### config.mk
export PLATFORM = sky130hd
export DESIGN_NAME = load_store_unit
export DESIGN_NICKNAME = d
export VERILOG_FILES = /design/src/rtl/load_store_unit.sv
export SDC_FILE = /design/constraint.sdc
export NUM_CORES = 1
export LEC_CHECK = 0
export CORE_ASPECT_RATIO = 2
export CORE_MARGIN = 1.5
export CORE_UTILIZATION = 44
export DETAILED_ROUTE_END_ITERATION = 10
export PLACE_DENSITY_LB_ADDON = 0.12
export REMOVE_ABC_BUFFERS = 1
export SYNTH_ARGS = -nofsm -noshare
export SYNTH_HDL_FRONTEND = slang
export SYNTH_SLANG_ARGS = --single-unit
### constraint.sdc
create_clock -name clk -period 3.4 [get_ports clk]
set_input_delay 0.68 -clock clk [delete_from_list [all_inputs] [get_ports clk]]
set_output_delay 0.68 -clock clk [all_outputs]
set_load 0.03 [all_outputs]
### src/rtl/load_store_unit.sv
// RV32I load/store unit: one transaction at a time over a single-beat req/ack bus.
// Optional REQ-phase timeout enabled by defining LSU_TIMEOUT_EN.
`timescale 1ns/1ps

module load_store_unit #(
  parameter int TIMEOUT_CYC = 16,
  parameter int CNT_W       = 5
) (
  input  logic        clk,
  input  logic        rst_n,
  input  logic        req_valid,
  output logic        req_ready,
  input  logic        req_we,
  input  logic [2:0]  req_funct3,
  input  logic [31:0] ALUResult,
  input  logic [31:0] WriteData,
  output logic        resp_valid,
  output logic        resp_err,
  output logic [31:0] ReadData,
  output logic        mem_req,
  output logic        mem_we,
  output logic [31:0] mem_addr,
  output logic [3:0]  mem_be,
  output logic [31:0] mem_wdata,
  input  logic        mem_ack,
  input  logic [31:0] mem_rdata
);

  localparam logic [1:0] ST_IDLE = 2'b00;
  localparam logic [1:0] ST_REQ  = 2'b01;
  localparam logic [1:0] ST_RESP = 2'b10;

  if (TIMEOUT_CYC < 1 || (2 ** CNT_W) <= TIMEOUT_CYC) begin : g_cfg_check
    $error("load_store_unit: TIMEOUT_CYC must be >= 1 and below 2**CNT_W");
  end

  logic [1:0]  state;
  logic [31:0] addr_q;
  logic [2:0]  funct3_q;
  logic        we_q;
  logic [3:0]  be_q;
  logic [31:0] wdata_q;

`ifdef LSU_TIMEOUT_EN
  logic [CNT_W-1:0] cnt;
`endif

  // Size 11 is never legal; funct3[2] only exists for sub-word loads.
  function automatic logic is_legal(input logic we, input logic [2:0] f3,
                                    input logic [1:0] a);
    logic ok;
    case (f3[1:0])
      2'b00:   ok = 1'b1;
      2'b01:   ok = ~a[0];
      2'b10:   ok = (a == 2'b00);
      default: ok = 1'b0;
    endcase
    if (f3[2] && (we || f3[1:0] == 2'b10)) ok = 1'b0;
    return ok;
  endfunction

  function automatic logic [3:0] byte_en(input logic we, input logic [2:0] f3,
                                         input logic [1:0] a);
    logic [3:0] be;
    if (!we) be = 4'b1111;
    else begin
      case (f3[1:0])
        2'b00:   be = 4'b0001 << a;
        2'b01:   be = 4'b0011 << a;
        default: be = 4'b1111;
      endcase
    end
    return be;
  endfunction

  function automatic logic [31:0] lane_replicate(input logic [2:0] f3,
                                                 input logic [31:0] d);
    logic [31:0] w;
    case (f3[1:0])
      2'b00:   w = {4{d[7:0]}};
      2'b01:   w = {2{d[15:0]}};
      default: w = d;
    endcase
    return w;
  endfunction

  function automatic logic [31:0] load_extract(input logic [2:0] f3,
                                               input logic [1:0] a,
                                               input logic [31:0] rdata);
    logic [31:0] lane;
    logic [31:0] r;
    lane = rdata >> {a, 3'b000};
    case (f3)
      3'b000:  r = {{24{lane[7]}}, lane[7:0]};
      3'b001:  r = {{16{lane[15]}}, lane[15:0]};
      3'b100:  r = {24'h0, lane[7:0]};
      3'b101:  r = {16'h0, lane[15:0]};
      default: r = lane;
    endcase
    return r;
  endfunction

  assign req_ready  = (state == ST_IDLE);
  assign resp_valid = (state == ST_RESP);
  assign mem_req    = (state == ST_REQ);

  // Bus fields read as zero outside REQ so an aborted or idle bus is quiet.
  assign mem_we    = mem_req & we_q;
  assign mem_addr  = mem_req ? {addr_q[31:2], 2'b00} : 32'h0;
  assign mem_be    = mem_req ? be_q : 4'h0;
  assign mem_wdata = (mem_req & we_q) ? wdata_q : 32'h0;

  // NOTE: all state below updates with non-blocking assignments so every
  // register samples the same pre-edge values regardless of statement order.
  always_ff @(posedge clk or negedge rst_n) begin
    if (!rst_n) begin
      state    <= ST_IDLE;
      addr_q   <= 32'h0;
      funct3_q <= 3'h0;
      we_q     <= 1'b0;
      be_q     <= 4'h0;
      wdata_q  <= 32'h0;
      ReadData <= 32'h0;
      resp_err <= 1'b0;
`ifdef LSU_TIMEOUT_EN
      cnt      <= '0;
`endif
    end else begin
      case (state)
        ST_IDLE: begin
          if (req_valid) begin
            addr_q   <= ALUResult;
            funct3_q <= req_funct3;
            we_q     <= req_we;
            be_q     <= byte_en(req_we, req_funct3, ALUResult[1:0]);
            wdata_q  <= lane_replicate(req_funct3, WriteData);
`ifdef LSU_TIMEOUT_EN
            cnt      <= '0;
`endif
            if (is_legal(req_we, req_funct3, ALUResult[1:0])) begin
              state <= ST_REQ;
            end else begin
              state    <= ST_RESP;
              resp_err <= 1'b1;
              ReadData <= 32'h0;
            end
          end
        end
        ST_REQ: begin
          if (mem_ack) begin
            state    <= ST_RESP;
            resp_err <= 1'b0;
            ReadData <= we_q ? 32'h0 : load_extract(funct3_q, addr_q[1:0], mem_rdata);
          end
`ifdef LSU_TIMEOUT_EN
          else if (cnt == CNT_W'(TIMEOUT_CYC - 1)) begin
            state    <= ST_RESP;
            resp_err <= 1'b1;
            ReadData <= 32'h0;
          end else begin
            cnt <= cnt + 1'b1;
          end
`endif
        end
        ST_RESP: state <= ST_IDLE;
        default: state <= ST_IDLE;
      endcase
    end
  end

endmodule

Word level (Yosys, flattened, before mapping) --
Index checks and enable logic that the tools add are counted.
Word-level totals: flip-flop bits (word level) 107, input bits 104, output and inout port bits 105, word-level logic and storage cells 57
Operators by class: eq/ne operators 10, shift operators 3, muxes and demuxes 24, bitwise gates (word level) 2, reduce and logical (&&, ||, !) cells 10
Operators with widths (number):
- 2-to-1 mux 32 bit | 6
- one-hot mux 32 bit (2 select lines) | 2
- one-hot mux 32 bit (4 select lines) | 1
- >> shifter 32 x 5 -> 32 bit | 1
- 2-to-1 mux 4 bit | 2
- one-hot mux 4 bit (2 select lines) | 1
- == test 3 bit (second input constant) | 2
- zero test 2 bit | 3
- 2-to-1 mux 1 bit | 6
- 2-to-1 mux 2 bit | 3
- == test 2 x 1 -> 1 bit (second input constant) | 2
- == test 2 bit (second input constant) | 2
- != test 2 bit (second input constant) | 2
- one-hot mux 2 bit (2 select lines) | 1
- AND reduction 2 bit | 2
- AND reduction 4 bit | 1
- left shift 1 x 2 -> 4 bit (first input constant) | 1
- left shift 2 x 2 -> 4 bit (first input constant) | 1
- == test 3 x 1 -> 1 bit (second input constant) | 1
- zero test 3 bit | 1
- one-hot mux 1 bit (3 select lines) | 1
- != test 2 x 1 -> 1 bit (second input constant) | 1
- one-hot mux 1 bit (2 select lines) | 1
- nonzero test 2 bit | 1
- other kinds (4) | 4

Longest topological paths before layout --
Gate-level depths: netlist of the first run.
word-level depth 9, gate-level depth with buffers 6, gate-level depth less buffers 4

Worst setup path after synthesis of the first run --
No wires, ideal clock.
path kind register to output, start point reg state[0], end point out mem_addr[27], data arrival time 1.537 ns, data required time 2.720 ns, path slack 1.183 ns, stages on the path, launching flop included 5, buffers on the path 1, path through dfrtp_1 inv_1 nor2_1 clkbuf_1 and2_1
Between the ends: word-level cells in the longest chain between the ends 2
Ends and longest elaborated chain:
- start: declaration | line 37 | logic [1:0] state;
- start signal: assignment | line 117 | state <= ST_IDLE;
- start signal: assignment | line 141 | state <= ST_REQ;
- start signal: assignment | line 143 | state <= ST_RESP;
- == test 2 x 1 -> 1 bit | line 105 | assign mem_req = (state == ST_REQ);
- named net mem_req | line 20 | output logic mem_req,
- 2-to-1 mux 32 bit | line 109 | assign mem_addr = mem_req ? {addr_q[31:2], 2'b00} : 32'h0;
- end: declaration | line 22 | output logic [31:0] mem_addr,
The timed path passes the listed nets, and every way through them passes these cells.

Worst setup path in the final report of the first run --
start point reg we_q, end point out mem_wdata[14]
Between the ends: word-level cells in the longest chain between the ends 2
Ends and longest elaborated chain:
- start: declaration | line 40 | logic we_q;
- start signal: assignment | line 134 | we_q <= req_we;
- AND 1 bit | line 111 | assign mem_wdata = (mem_req & we_q) ? wdata_q : 32'h0;
- 2-to-1 mux 32 bit | line 111
- end: declaration | line 24 | output logic [31:0] mem_wdata,
Every way passes these cells.

==> results of run 1 <==
[metal layers]
layer / GRT usage [%] / up-vias / wire [um]
met5: 0 / - / 0
met4: 10.7 / 0 / 486
met3: 4.80 / 26 / 1010
met2: 49.9 / 178 / 9420
met1: 26.6 / 2460 / 5680
li1: - / 2376 / -
[worst max-delay path, delay by kind of cell, from the launching register on]
kind | cells | cell delay, ns
DFF | 1 | 0.97
buffers and inverters | 1 | 0.68
and+or+nand+nor | 1 | 0.31
[cells in the final DEF (no fill, tap or decap), drive strengths merged, types with 2 or more instances in the layout]
master         Yosys  routed
conb               1       2
nand3b            10      10
a211o              9       9
mux2i             51      51
and3              32      32
o2bb2ai            8       8
a221o              9       9
and2              36      36
nand2            174     174
clkdlybuf4s50      0     205
clkinv             0       3
inv                5       8
a32o               7       7
a21oi             19      19
dfrtp            107     107
buf               20      16
o21ai             39      39
clkbuf            26      10
nor2              24      24
[through the flow]
step / power [W] / worst slack [ns] / instance area (um^2) / hold slack (ns)
2_1_floorplan: 0.00241 / -0.0412 / 5210 / 0.384
3_3_place_gp: 0.00299 / 0.700 / 7610 / 0.449
3_5_place_dp: 0.00303 / 0.700 / 7610 / 0.455
4_1_cts: 0.00404 / 0.422 / 7890 / 0.364
5_1_grt: 0.00423 / 0.340 / 7890 / 0.370
6_report: 0.00401 / 0.412 / 7890 / 0.334
[power breakdown]
group	total, W	leakage (nW)	internal (W)	switching [W]
Sequential	0.00174	1.36	0.00154	0.000202
Combinational	0.00126	2.22	0.000551	0.000709
Clock	0.00101	0.145	0.000527	0.000483
[registers in the layout (all words and copies together), names as in the netlist]
signal	flops
ReadData	32
addr_q	32
be_q	4
funct3_q	3
resp_err	1
state	2
wdata_q	32
we_q	1
[worst min path at each step]
stage                        to  slack (ns)  cells after the start
finish              ReadData[3]        0.33                      1
global route        ReadData[3]        0.37                      1
CTS                 ReadData[3]        0.36                      1
detailed placement   addr_q[31]        0.45                      2
global placement     addr_q[10]        0.45                      2
floorplan           ReadData[0]        0.38                      0
[cell usage after synthesis (3+ instances only)]
library cell / n
nand2_1: 174
and3_1: 32
clkbuf_1: 26
a221o_1: 9
nor2_1: 22
o21ai_0: 39
inv_1: 4
o2bb2ai_1: 8
buf_1: 3
a32o_1: 7
mux2i_1: 51
a21oi_1: 19
a211o_1: 9
nand3b_1: 10
and2_1: 36
dfrtp_1: 107
buf_2: 13
[layout make-up]
| type | instances | area (um^2) | share of cell area (%) |
|---|---|---|---|
| Timing Repair Buffer | 221 | 2200 | 27.8 |
| Clock buffer | 10 | 239 | 3.03 |
| Multi-Input combinational cell | 435 | 2530 | 32.0 |
| Tap cell | 147 | 184 | 2.33 |
| Sequential cell | 107 | 2680 | 33.9 |
| Clock inverter | 6 | 47.5 | 0.602 |
| Inverter | 5 | 18.8 | 0.238 |
[kinds of logic after synthesis]
kind of cell	after synthesis	share of synthesized area, %
XOR/XNOR	1	0.162
multiplexers	52	9.84
AND/OR/NAND/NOR	282	24.0
AO/OA/AOI/OAI	98	12.2
buffers and inverters	51	4.25
other	1	0.0692
flip-flops	107	49.4
==> results.py, run 1 <==
metrics = {
    "worst_setup_path": {
        "reg2reg_depth": 4,
        "critPathCaptureType": "output pin",
        "endpoint": "mem_wdata[14]",
        "r2r_setup_slack_ns": 1.09,
        "slowest_stage": "dfrtp_1",
        "critPathLaunch": "we_q",
        "r2r_end": "ReadData[26]",
        "worst_ep_arrival_time_ns": 2.31,
        "required_ns": 2.72,
        "path_cells": "and3_1 -> clkdlybuf4s50_1",
        "reg2reg_from": "we_q",
        "cp_max_fo": 36,
        "startpoint_type": "flip-flop",
        "max_stage_delay_ns": 0.97,
        "critPathKind": "flip-flop to output pin",
    },
    "timing": {
        "worstMarginPinSlew_ns": 0.959,
        "post-route-min-period_ns": 2.99,
        "report.final.slew_viol_count": 0,
        "hold_violations": 0,
        "tns_ns": 0,
        "fin_skew_ns": 0.00975,
        "rsz0062_at_grt": "no",
        "finalSetupViolations": 0,
        "period_share_pct": 87.9,
        "slew_headroom_pct": 36.1,
        "fmax_mhz": 335,
    },
    "placement": {
        "dp.final_hpwl_mm": 12.4,
        "place_inst": 915,
        "gp_congestion": 0.827,
        "port_buffers": 206,
    },
    "route": {
        "wirelength_mm": 16.6,
        "via_count": 5040,
        "ant_nets": 0,
        "firstDrtPassIters": 4,
        "vias_per_cell": 5.41,
        "drt_iter0_drc": 248,
        "drcViolationCount": 0,
        "wl_per_cell_um": 17.8,
    },
    "yosys": {
        "synth-seq-cells": 107,
        "synth_edf_count": 0,
        "synth_top_area_share_pct": 49.4,
        "ys_seq_area_share_pct": 49.4,
        "ys.flop_type": "dfrtp_1",
        "synth.distinct_cells": 37,
        "synth.largest_area_cell": "dfrtp_1",
        "yosys-top-cells-area": "dfrtp_1 49%, nand2_1 12%, mux2i_1 9.4%, and2_1 4.2%, and3_1 3.7%",
        "synth_area_um2": 5420,
        "syn_inst": 592,
        "synthArstFlopShare_pct": 100,
        "ys_warn_count": 0,
        "synth_area_per_cell_um2": 9.15,
    },
    "die": {
        "io_pins": 209,
        "fp.coreArea_um2": 12100,
        "start_util_pct": 44.9,
        "dieWidth_um": 81.4,
        "dieArea_um2": 13000,
        "core.rowCount": 57,
        "die-height_um": 160,
    },
    "global_routing": {
        "grt_use_total_pct": 26.3,
        "grt_overflow": 0,
        "antenna_found_initial": 0,
        "grt_max_degree": 66,
        "grt_pass1_vias": 5312,
        "grt_pass1_wl_mm": 26.2,
    },
    "clocking": {
        "cts.htree.levels": 3,
        "hold_buffers": 0,
        "cts_sinks": 107,
        "cts_root_buffer": "clkbuf_16",
        "clkTransAtPathRegs_ns": 0.07,
        "post_cts.repair.setup_buffers": 0,
        "numCtsBuffers": 9,
        "clk_path_buf_depth": 2,
        "cts_tree": "yes",
        "cts_resized": 0,
        "clock_latency_ns": 0.34,
    },
    "run_status": {
        "outcome": "finished, final reports clean",
    },
    "flow_run": {
        "cap_violations": 0,
    },
    "cells_and_area": {
        "diodes": 0,
        "drive_above_1_share_pct": 5.74,
        "final_util_pct": 65.5,
        "final_cells": 931,
        "areaGrowthSynthToFinish_pct": 45.7,
        "nNetsFinal": 883,
        "fill_cells": 992,
    },
    "min_path": {
        "min_path_type": "input pin to asynchronous set/reset pin",
    },
    "pwr": {
        "p_leak_nw": 3.72,
        "power_density_nw_per_um2": 508,
        "ir_drop_uv": 321,
    },
}
Power figures use the tool's default switching activity.
==> run 2, diff against run 1 <==
SKIP_CTS_REPAIR_TIMING = 1   (was default)
==> results of run 2 <==
Final layout, timing and power as in run 1 (identical DEF).
